==> config.mk <==
export PLATFORM = sky130hd
export DESIGN_NAME = clip_offset_ctrl
export DESIGN_NICKNAME = d
export VERILOG_FILES = /design/src/rtl/sim_dac_pkg.sv /design/src/rtl/clip_offset_ctrl_sat_counter16.sv /design/src/rtl/clip_offset_ctrl.sv
export SDC_FILE = /design/constraint.sdc
export NUM_CORES = 1
export LEC_CHECK = 0
export CAP_MARGIN = 40
export CELL_PAD_IN_SITES_DETAIL_PLACEMENT = 0
export CELL_PAD_IN_SITES_GLOBAL_PLACEMENT = 1
export CORE_MARGIN = 5
export CORE_UTILIZATION = 44
export DETAILED_ROUTE_END_ITERATION = 10
export PLACE_DENSITY_LB_ADDON = 0.1
export SLEW_MARGIN = 15
export SYNTH_ARGS = -nofsm -noshare
export SYNTH_HDL_FRONTEND = slang
export SYNTH_SLANG_ARGS = --single-unit
==> constraint.sdc <==
create_clock -name clk -period 9.7 [get_ports clk]
set_clock_uncertainty 0.05 [all_clocks]
set_input_delay 0.97 -clock clk [delete_from_list [all_inputs] [get_ports clk]]
set_output_delay 0.97 -clock clk [all_outputs]
set_load 0.02 [all_outputs]
==> src/rtl/sim_dac_pkg.sv <==
// Shared types and helpers for the simulator DAC path: controller states,
// output full-scale code and the saturating counter increment.
package sim_dac_pkg;

    typedef enum logic [1:0] {
        ST_IDLE   = 2'd0,
        ST_ACCUM  = 2'd1,
        ST_UPDATE = 2'd2,
        ST_SETTLE = 2'd3
    } ctrl_state_e;

    localparam int unsigned DAC_BITS = 12;
    localparam logic [DAC_BITS-1:0] FULL_SCALE = 12'hFFF;

    function automatic logic [15:0] sat_inc16(input logic [15:0] v);
        sat_inc16 = (v == 16'hFFFF) ? v : (v + 16'd1);
    endfunction

endpackage

==> src/rtl/clip_offset_ctrl_sat_counter16.sv <==
// 16-bit saturating event counter with synchronous clear (clear wins).
// Only built when CLIP_OFFSET_STATS_EN is defined.
`ifdef CLIP_OFFSET_STATS_EN
module sat_counter16
    import sim_dac_pkg::*;
(
    input  logic        clk,
    input  logic        rst,
    input  logic        clr_i,
    input  logic        inc_i,
    output logic [15:0] cnt_o
);

    logic [15:0] cnt_q;
    logic [15:0] cnt_d;

    // Next count: clear, saturating increment or hold.
    always_comb begin
        cnt_d = cnt_q;
        if (clr_i) begin
            cnt_d = 16'h0000;
        end else if (inc_i) begin
            cnt_d = sat_inc16(cnt_q);
        end else begin
            cnt_d = cnt_q;
        end
    end

    // Count register.
    always_ff @(posedge clk or posedge rst) begin
        if (rst) begin
            cnt_q <= 16'h0000;
        end else begin
            cnt_q <= cnt_d;
        end
    end

    assign cnt_o = cnt_q;

endmodule
`endif

==> src/rtl/clip_offset_ctrl.sv <==
// Closed-loop pedestal controller for the clip stage offset, with optional
// saturating clip statistics (enabled by CLIP_OFFSET_STATS_EN).
module clip_offset_ctrl
    import sim_dac_pkg::*;
#(
    parameter int BITS_IN    = 34,
    parameter int BITS_OUT   = 12,
    parameter int WIN_LOG    = 10,
    parameter int SETTLE_CYC = 8,
    parameter int DEADBAND   = 2,
    parameter int LOCK_WINS  = 4,
    parameter int OFFSET_LIM = 2047
) (
    input  logic                       clk,
    input  logic                       rst,
    input  logic                       auto_en_i,
    input  logic signed [BITS_IN-1:0]  manual_offset_i,
    input  logic        [BITS_OUT-1:0] target_i,
    input  logic                       sample_valid_i,
    input  logic        [BITS_OUT-1:0] sample_i,
    input  logic                       stats_clr_i,
    output logic signed [BITS_IN-1:0]  offset_o,
    output logic                       locked_o,
    output logic                       busy_o,
    output logic        [15:0]         clip_lo_cnt_o,
    output logic        [15:0]         clip_hi_cnt_o
);

    localparam int ACC_W = BITS_OUT + WIN_LOG;
    localparam int SET_W = (SETTLE_CYC > 1) ? $clog2(SETTLE_CYC) : 1;
    localparam int IB_W  = $clog2(LOCK_WINS + 1);

    localparam logic signed [BITS_IN:0]  LIM_P  = (BITS_IN+1)'(OFFSET_LIM);
    localparam logic signed [BITS_IN:0]  ONE_P  = (BITS_IN+1)'(1);
    localparam logic        [BITS_OUT:0] DB_P   = (BITS_OUT+1)'(DEADBAND);
    localparam logic        [IB_W-1:0]   LOCK_P = IB_W'(LOCK_WINS);
    localparam logic        [SET_W-1:0]  SET_P  = SET_W'(SETTLE_CYC - 1);

    ctrl_state_e                state_q, state_d;
    logic        [ACC_W-1:0]    acc_q, acc_d;
    logic        [WIN_LOG-1:0]  cnt_q, cnt_d;
    logic        [SET_W-1:0]    set_q, set_d;
    logic        [IB_W-1:0]     inband_q, inband_d;
    logic signed [BITS_IN-1:0]  offset_q, offset_d;
    logic                       locked_q, busy_q;

    logic        [BITS_OUT-1:0] mean_s;
    logic signed [BITS_OUT:0]   err_s, err_neg_s;
    logic        [BITS_OUT:0]   err_mag_s;
    logic                       in_band_s;
    logic signed [BITS_IN:0]    off_ext_s, cand_s, clamp_s;

    // Truncating window mean and signed error against the target.
    assign mean_s    = acc_q[ACC_W-1 -: BITS_OUT];
    assign err_s     = $signed({1'b0, target_i}) - $signed({1'b0, mean_s});
    assign err_neg_s = -err_s;
    assign err_mag_s = err_s[BITS_OUT] ? err_neg_s : err_s;
    assign in_band_s = (err_mag_s <= DB_P);

    // One-LSB step toward the target, clamped; one extra bit avoids wrap.
    always_comb begin
        off_ext_s = {offset_q[BITS_IN-1], offset_q};
        if (err_s[BITS_OUT]) begin
            cand_s = off_ext_s - ONE_P;
        end else begin
            cand_s = off_ext_s + ONE_P;
        end
        if (cand_s > LIM_P) begin
            clamp_s = LIM_P;
        end else if (cand_s < -LIM_P) begin
            clamp_s = -LIM_P;
        end else begin
            clamp_s = cand_s;
        end
    end

    // Control FSM next state; dropping auto_en aborts from any state.
    always_comb begin
        state_d  = state_q;
        acc_d    = acc_q;
        cnt_d    = cnt_q;
        set_d    = set_q;
        inband_d = inband_q;
        offset_d = offset_q;
        if (!auto_en_i) begin
            state_d  = ST_IDLE;
            acc_d    = '0;
            cnt_d    = '0;
            set_d    = '0;
            inband_d = '0;
            offset_d = manual_offset_i;
        end else begin
            case (state_q)
                ST_IDLE: begin
                    state_d = ST_ACCUM;
                    acc_d   = '0;
                    cnt_d   = '0;
                end
                ST_ACCUM: begin
                    if (sample_valid_i) begin
                        acc_d = acc_q + ACC_W'(sample_i);
                        cnt_d = cnt_q + WIN_LOG'(1);
                        if (cnt_q == {WIN_LOG{1'b1}}) begin
                            state_d = ST_UPDATE;
                        end else begin
                            state_d = ST_ACCUM;
                        end
                    end else begin
                        state_d = ST_ACCUM;
                    end
                end
                ST_UPDATE: begin
                    state_d = ST_SETTLE;
                    acc_d   = '0;
                    cnt_d   = '0;
                    set_d   = '0;
                    if (in_band_s) begin
                        if (inband_q != LOCK_P) begin
                            inband_d = inband_q + IB_W'(1);
                        end else begin
                            inband_d = inband_q;
                        end
                    end else begin
                        inband_d = '0;
                        offset_d = clamp_s[BITS_IN-1:0];
                    end
                end
                ST_SETTLE: begin
                    if (set_q == SET_P) begin
                        state_d = ST_ACCUM;
                        acc_d   = '0;
                        cnt_d   = '0;
                    end else begin
                        set_d = set_q + SET_W'(1);
                    end
                end
                default: begin
                    state_d = ST_IDLE;
                end
            endcase
        end
    end

    // Loop state and registered outputs.
    always_ff @(posedge clk or posedge rst) begin
        if (rst) begin
            state_q  <= ST_IDLE;
            acc_q    <= '0;
            cnt_q    <= '0;
            set_q    <= '0;
            inband_q <= '0;
            offset_q <= '0;
            locked_q <= 1'b0;
            busy_q   <= 1'b0;
        end else begin
            state_q  <= state_d;
            acc_q    <= acc_d;
            cnt_q    <= cnt_d;
            set_q    <= set_d;
            inband_q <= inband_d;
            offset_q <= offset_d;
            locked_q <= (inband_d == LOCK_P);
            busy_q   <= (state_d != ST_IDLE);
        end
    end

    assign offset_o = offset_q;
    assign locked_o = locked_q;
    assign busy_o   = busy_q;

`ifdef CLIP_OFFSET_STATS_EN
    logic lo_hit_s, hi_hit_s;

    assign lo_hit_s = sample_valid_i && (sample_i == {BITS_OUT{1'b0}});
    assign hi_hit_s = sample_valid_i && (sample_i == FULL_SCALE);

    sat_counter16 u_clip_lo (
        .clk   (clk),
        .rst   (rst),
        .clr_i (stats_clr_i),
        .inc_i (lo_hit_s),
        .cnt_o (clip_lo_cnt_o)
    );

    sat_counter16 u_clip_hi (
        .clk   (clk),
        .rst   (rst),
        .clr_i (stats_clr_i),
        .inc_i (hi_hit_s),
        .cnt_o (clip_hi_cnt_o)
    );
`else
    logic stats_clr_unused_s;

    assign stats_clr_unused_s = stats_clr_i;
    assign clip_lo_cnt_o      = 16'h0000;
    assign clip_hi_cnt_o      = 16'h0000;
`endif

endmodule

## Word level (Yosys, flattened, before mapping)

Cells that the tools add are included.

| word-level totals | value |
|---|---|
| flip-flop bits (word level) | 76 |
| bits of input ports | 63 |
| logic and storage cells | 65 |

| operators by class | value |
|---|---|
| add/subtract/negate cells | 8 |
| $lt $le $gt $ge | 3 |
| equality and inequality tests | 13 |
| muxes and demuxes | 27 |
| reductions and logical operators | 6 |

Operators by type and width:

| operator | number |
|---|---|
| $mux W34 | 5 |
| $mux W22 | 3 |
| $pmux W22 S3 | 1 |
| $add A34 B2 Y35 const B | 1 |
| $gt A35 B12 Y1 const B | 1 |
| $lt A35 B12 Y1 const B | 1 |
| $mux W35 | 1 |
| $sub A34 B2 Y35 const B | 1 |
| $mux W10 | 3 |
| $pmux W10 S3 | 1 |
| $add A22 B12 Y22 | 1 |
| $mux W3 | 6 |
| $le A13 B2 Y1 const B | 1 |
| $mux W13 | 1 |
| $neg A13 Y13 | 1 |
| $sub A12 B12 Y13 | 1 |
| $ne A3 B3 Y1 const B | 4 |
| $add A10 B1 Y10 const B | 1 |
| $eq A10 B10 Y1 const B | 1 |
| $mux W2 | 4 |
| $pmux W2 S4 | 1 |
| $add A3 B1 Y3 const B | 2 |
| $eq A3 B3 Y1 const B | 2 |
| $pmux W3 S2 | 1 |
| other kinds (9) | 12 |

## Depth between registers and ports, before layout

| logic depth | value |
|---|---|
| depth in word-level cells | 8 |
| gate-level depth with buffers | 23 |
| mapped depth without buffers | 22 |

## Least setup slack after synthesis

No wires, ideal clock.

| timing | value |
|---|---|
| path type | input port to flip-flop |
| start point | input target_i[0] |
| end point | register offset_q[1], in the netlist offset_o[1] |
| setup time | 123 ps |
| data arrival time | 6035 ps |
| data required time | 9527 ps |
| setup slack | 3493 ps |
| stages on the path | 22 |
| cells stage by stage | inv_1 -> ha_1 -> inv_1 -> fa_1 -> a211oi_2 -> o21ai_2 -> a31oi_4 -> nor2_2 -> a211oi_4 -> ha_1 -> a211oi_2 -> o21ai_1 -> a41oi_1 -> a311oi_1 -> or3_1 -> a22o_1 -> nor4_1 -> and4_1 -> a31oi_1 -> or3b_1 -> buf_6 -> o221a_2 |

| between the ends | value |
|---|---|
| cells in the longest elaborated chain, start to end | 8 |
| elaborated cells on any way between the ends | 14 |
| classes of those cells | add/sub (2); order compare (3); eq/ne (1); mux (7); reduce/logical (1) |

Ends and longest elaborated chain:

| element | line | text |
|---|---|---|
| from (decl) | clip_offset_ctrl.sv:18 | `input logic [BITS_OUT-1:0] target_i,` |
| $sub A12 B12 Y13 * | clip_offset_ctrl.sv:55 | `assign err_s = $signed({1'b0, target_i}) - $signed({1'b0, mean_s});` |
| parallel branches: the longest is 7 deep, another holds $neg A13 Y13 | - |  |
| to (signal assigned) | clip_offset_ctrl.sv:161 | `offset_q <= offset_d;` |
| to (decl) | clip_offset_ctrl.sv:44 | `logic signed [BITS_IN-1:0] offset_q, offset_d;` |

Mark *: on every way between the ends. The select of a mux whose other input is x is not followed.
A chain may end at the register's enable or synchronous reset.

## Worst setup path after layout

| timing | value |
|---|---|
| start point | input target_i[0] |
| end point | register offset_q[3], in the netlist offset_o[3] |

Same word-level chain as after synthesis.

==> flow_metrics.env <==
export IMPL_stdcell_count=1204
export IMPL_grt_max_degree=69
export IMPL_syn_avg_cell_area_um2=8.513
export IMPL_cts_tree="built"
export IMPL_drive_gt1_frac=0.07763
export IMPL_ioPinCount=131
export IMPL_final_common_cell="clkdlybuf4s50_1"
export IMPL_layout_nets=1103
export IMPL_pre_cts_ws_ns=2.706
export IMPL_peakVddDrop_mv=0.07368
export IMPL_synthFlopType="dfrtp_1"
export IMPL_worst_pin_slew_ns=0.7872
export IMPL_gp_congestion=0.8590
export IMPL_cts_buffers=9
export IMPL_path_clk_slew_ns=0.07
export IMPL_ff_latch_area_um2=1902
export IMPL_clk_path_buf_depth=2
export IMPL_grt_overflow=0
export IMPL_critPathArrivalTime_ns=6.86
export IMPL_min_period_ns=6.675
export IMPL_wl_per_cell_um=16.29
export IMPL_coreArea_um2=17060
export IMPL_multi_input_area_um2=5251
export IMPL_worstHoldPathType="flop to flop"
export IMPL_antenna_found_initial=1
export IMPL_slew_headroom=0.4737
export IMPL_grt_setup_unrepaired="false"
export IMPL_synth_seq_cells=76
export IMPL_drt_iter0_markers=344
export IMPL_critPathKind="input port to flop"
export IMPL_synthArstFlopShare=1.000
export IMPL_clock_sinks=76
export IMPL_ant_nets=0
export IMPL_utilization=0.5235
export IMPL_area_delta_synth_final_pct=18.26
export IMPL_end_kind="flop"
export IMPL_critPathLaunchType="input port"
export IMPL_timing_hold_ws_ns=0.4567
export IMPL_design_area_um2=8930
export IMPL_cp_required_ns=9.88
export IMPL_drtPass1Iterations=5
export IMPL_crit_chain="clkdlybuf4s50_1 -> inv_1 -> ha_1 -> inv_1 -> fa_1 -> a211oi_2 -> o21ai_2 -> a31oi_4 -> nor2_2 -> a211oi_4 -> buf_4 -> inv_2 -> fa_1 -> nand2b_1 -> a21oi_2 -> o211ai_4 -> a21o_1 -> a31oi_1 -> mux2i_1 -> and3_1 -> and4_1 -> a31oi_1 -> or3b_1 -> o221a_2"
export IMPL_ys_warnings_count=0
export IMPL_place_area_um2=8610
export IMPL_die_w_um=141
export IMPL_die_h_um=141
export IMPL_status="finished clean"
export IMPL_max_freq_ghz=0.1498
export IMPL_critPathMaxFanout=39
export IMPL_grt_first_pass_wirelength_mm=32.55
export IMPL_most_common_layout_cells="96 x clkdlybuf4s50_1, 76 x dfrtp_1, 67 x nor2_1"
export IMPL_drcViolationCount=0
export IMPL_path_buf_inv=5
export IMPL_grt_pass1_vias=6586
export IMPL_clock_root_buffer="clkbuf_16"
export IMPL_p_total_mw=1.179
export IMPL_grt_usage=0.1994
export IMPL_setup_viol=0
export IMPL_cap_violations=0
export IMPL_cts_hold_buf=0
export IMPL_fin_crit_sh=0.6882
export IMPL_row_count=48
export IMPL_cts_repair_resized=0
export IMPL_slew_violations=0
export IMPL_syn_area_um2=7551
export IMPL_finalHoldViolations=0
export IMPL_num_fill_cells=1664
export IMPL_cp_top_family="compound AO/OA/AOI/OAI gates"
export IMPL_diodes=0
export IMPL_synth_edf_count=0
export IMPL_seq_area_frac_synth=0.2519
export IMPL_wirelength_mm=19.61
export IMPL_powerDensity_nw_per_um2=132.0
export IMPL_cts_htree_levels=3
export IMPL_ys_types=88
export IMPL_place_inst=1188
export IMPL_netlist_instances=887
export IMPL_leakage_nw=3.643
export IMPL_io_buffers=97
export IMPL_critPathMaxStageDelay_ns=0.56
export IMPL_fin_setup_tns_ns=0
export IMPL_post_dp_hpwl_mm=15.44
export IMPL_vias_per_cell=5.566
export IMPL_setup_slack_ns=3.025
export IMPL_cts_setup_buffers=0
export IMPL_vias=6702
export IMPL_clk_latency_ns=0.35
export IMPL_initial_core_util=0.4427
export IMPL_dieArea_um2=19880
export IMPL_cpMaxStageDelayCell="or3b_1"
-- flip-flops by register name, summed over array words and instances (netlist names) --
register  flops
offset_o     34
acc_q        22
cnt_q        10
inband_q      3
set_q         3
state_q       2
busy_o        1
locked_o      1
-- final cells by class --
type                       instances  area share
tap                              225     0.03153
inverter                          32     0.01359
clock inverter                     7     0.01065
clock buffer                       9     0.02522
timing repair buffer             105      0.1180
multi-input combinational        750      0.5881
sequential                        76      0.2130
-- logic make-up (layout without fill, tap and decap cells) --
group                      count (synthesis)  in the layout  synth area share
buffers and inverters                     92            153           0.06810
adders and majority gates                 66             66            0.1123
DFF                                       76             76            0.2519
xor gates and xnor gates                  58             58           0.06827
AOI/OAI and AO/OA                        247            247            0.2507
other                                      1             32         0.0004966
and+or+nand+nor                          340            340            0.2388
muxes                                      7              7          0.009445
-- layer usage --
| metal | part of all wire | GRT usage | up-vias |
|---|---|---|---|
| met5 | 0.0010 | 0 | - |
| met4 | 0.013 | 0.04640 | 2 |
| met3 | 0.041 | 0.03833 | 22 |
| met2 | 0.48 | 0.3392 | 121 |
| met1 | 0.46 | 0.2627 | 3193 |
| li1 | - | - | 3364 |
-- Yosys cell counts, types with 9 or more instances --
library cell,instances,share of area
nand2_1,65,0.032
o21ai_0,29,0.019
a31oi_1,9,0.0075
nor3_1,25,0.017
a21oi_1,50,0.033
inv_1,31,0.015
a31o_1,20,0.023
a22o_1,11,0.013
clkbuf_1,14,0.0070
o211ai_1,9,0.0089
o21a_1,9,0.0089
a211oi_1,13,0.013
nand3_1,27,0.018
nand4_1,15,0.012
xnor2_1,32,0.037
xor2_1,25,0.029
a21o_1,9,0.0089
nand2b_1,31,0.026
buf_4,35,0.035
o21bai_1,11,0.011
or2_2,12,0.0099
dfrtp_1,76,0.25
nor2b_1,39,0.032
ha_1,63,0.10
nor2_1,67,0.033
and2_1,14,0.012
-- path summary, 6_finish.rpt --
check | from | to | slack, ns | depth (start not counted)
worst min register to register | acc_q[9] | acc_q[9] | 0.46 | 1
worst max register to register | acc_q[10] | offset_o[3] | 3.71 | 22
max in group asynchronous | rst | offset_o[8] | 8.02 | 4
worst max-delay path | target_i[0] | offset_o[3] | 3.02 | 24
worst min-delay path | acc_q[9] | acc_q[9] | 0.46 | 1
min in group asynchronous | rst | acc_q[0] | 1.00 | 3
-- report_power, final --
group | switching [mW] | leakage (nW) | internal [mW]
registers | 0.0161 | 0.980 | 0.333
logic | 0.265 | 2.51 | 0.195
clock network | 0.162 | 0.157 | 0.207
total | 0.444 | 3.64 | 0.735
(Power assumes the default switching activity.)
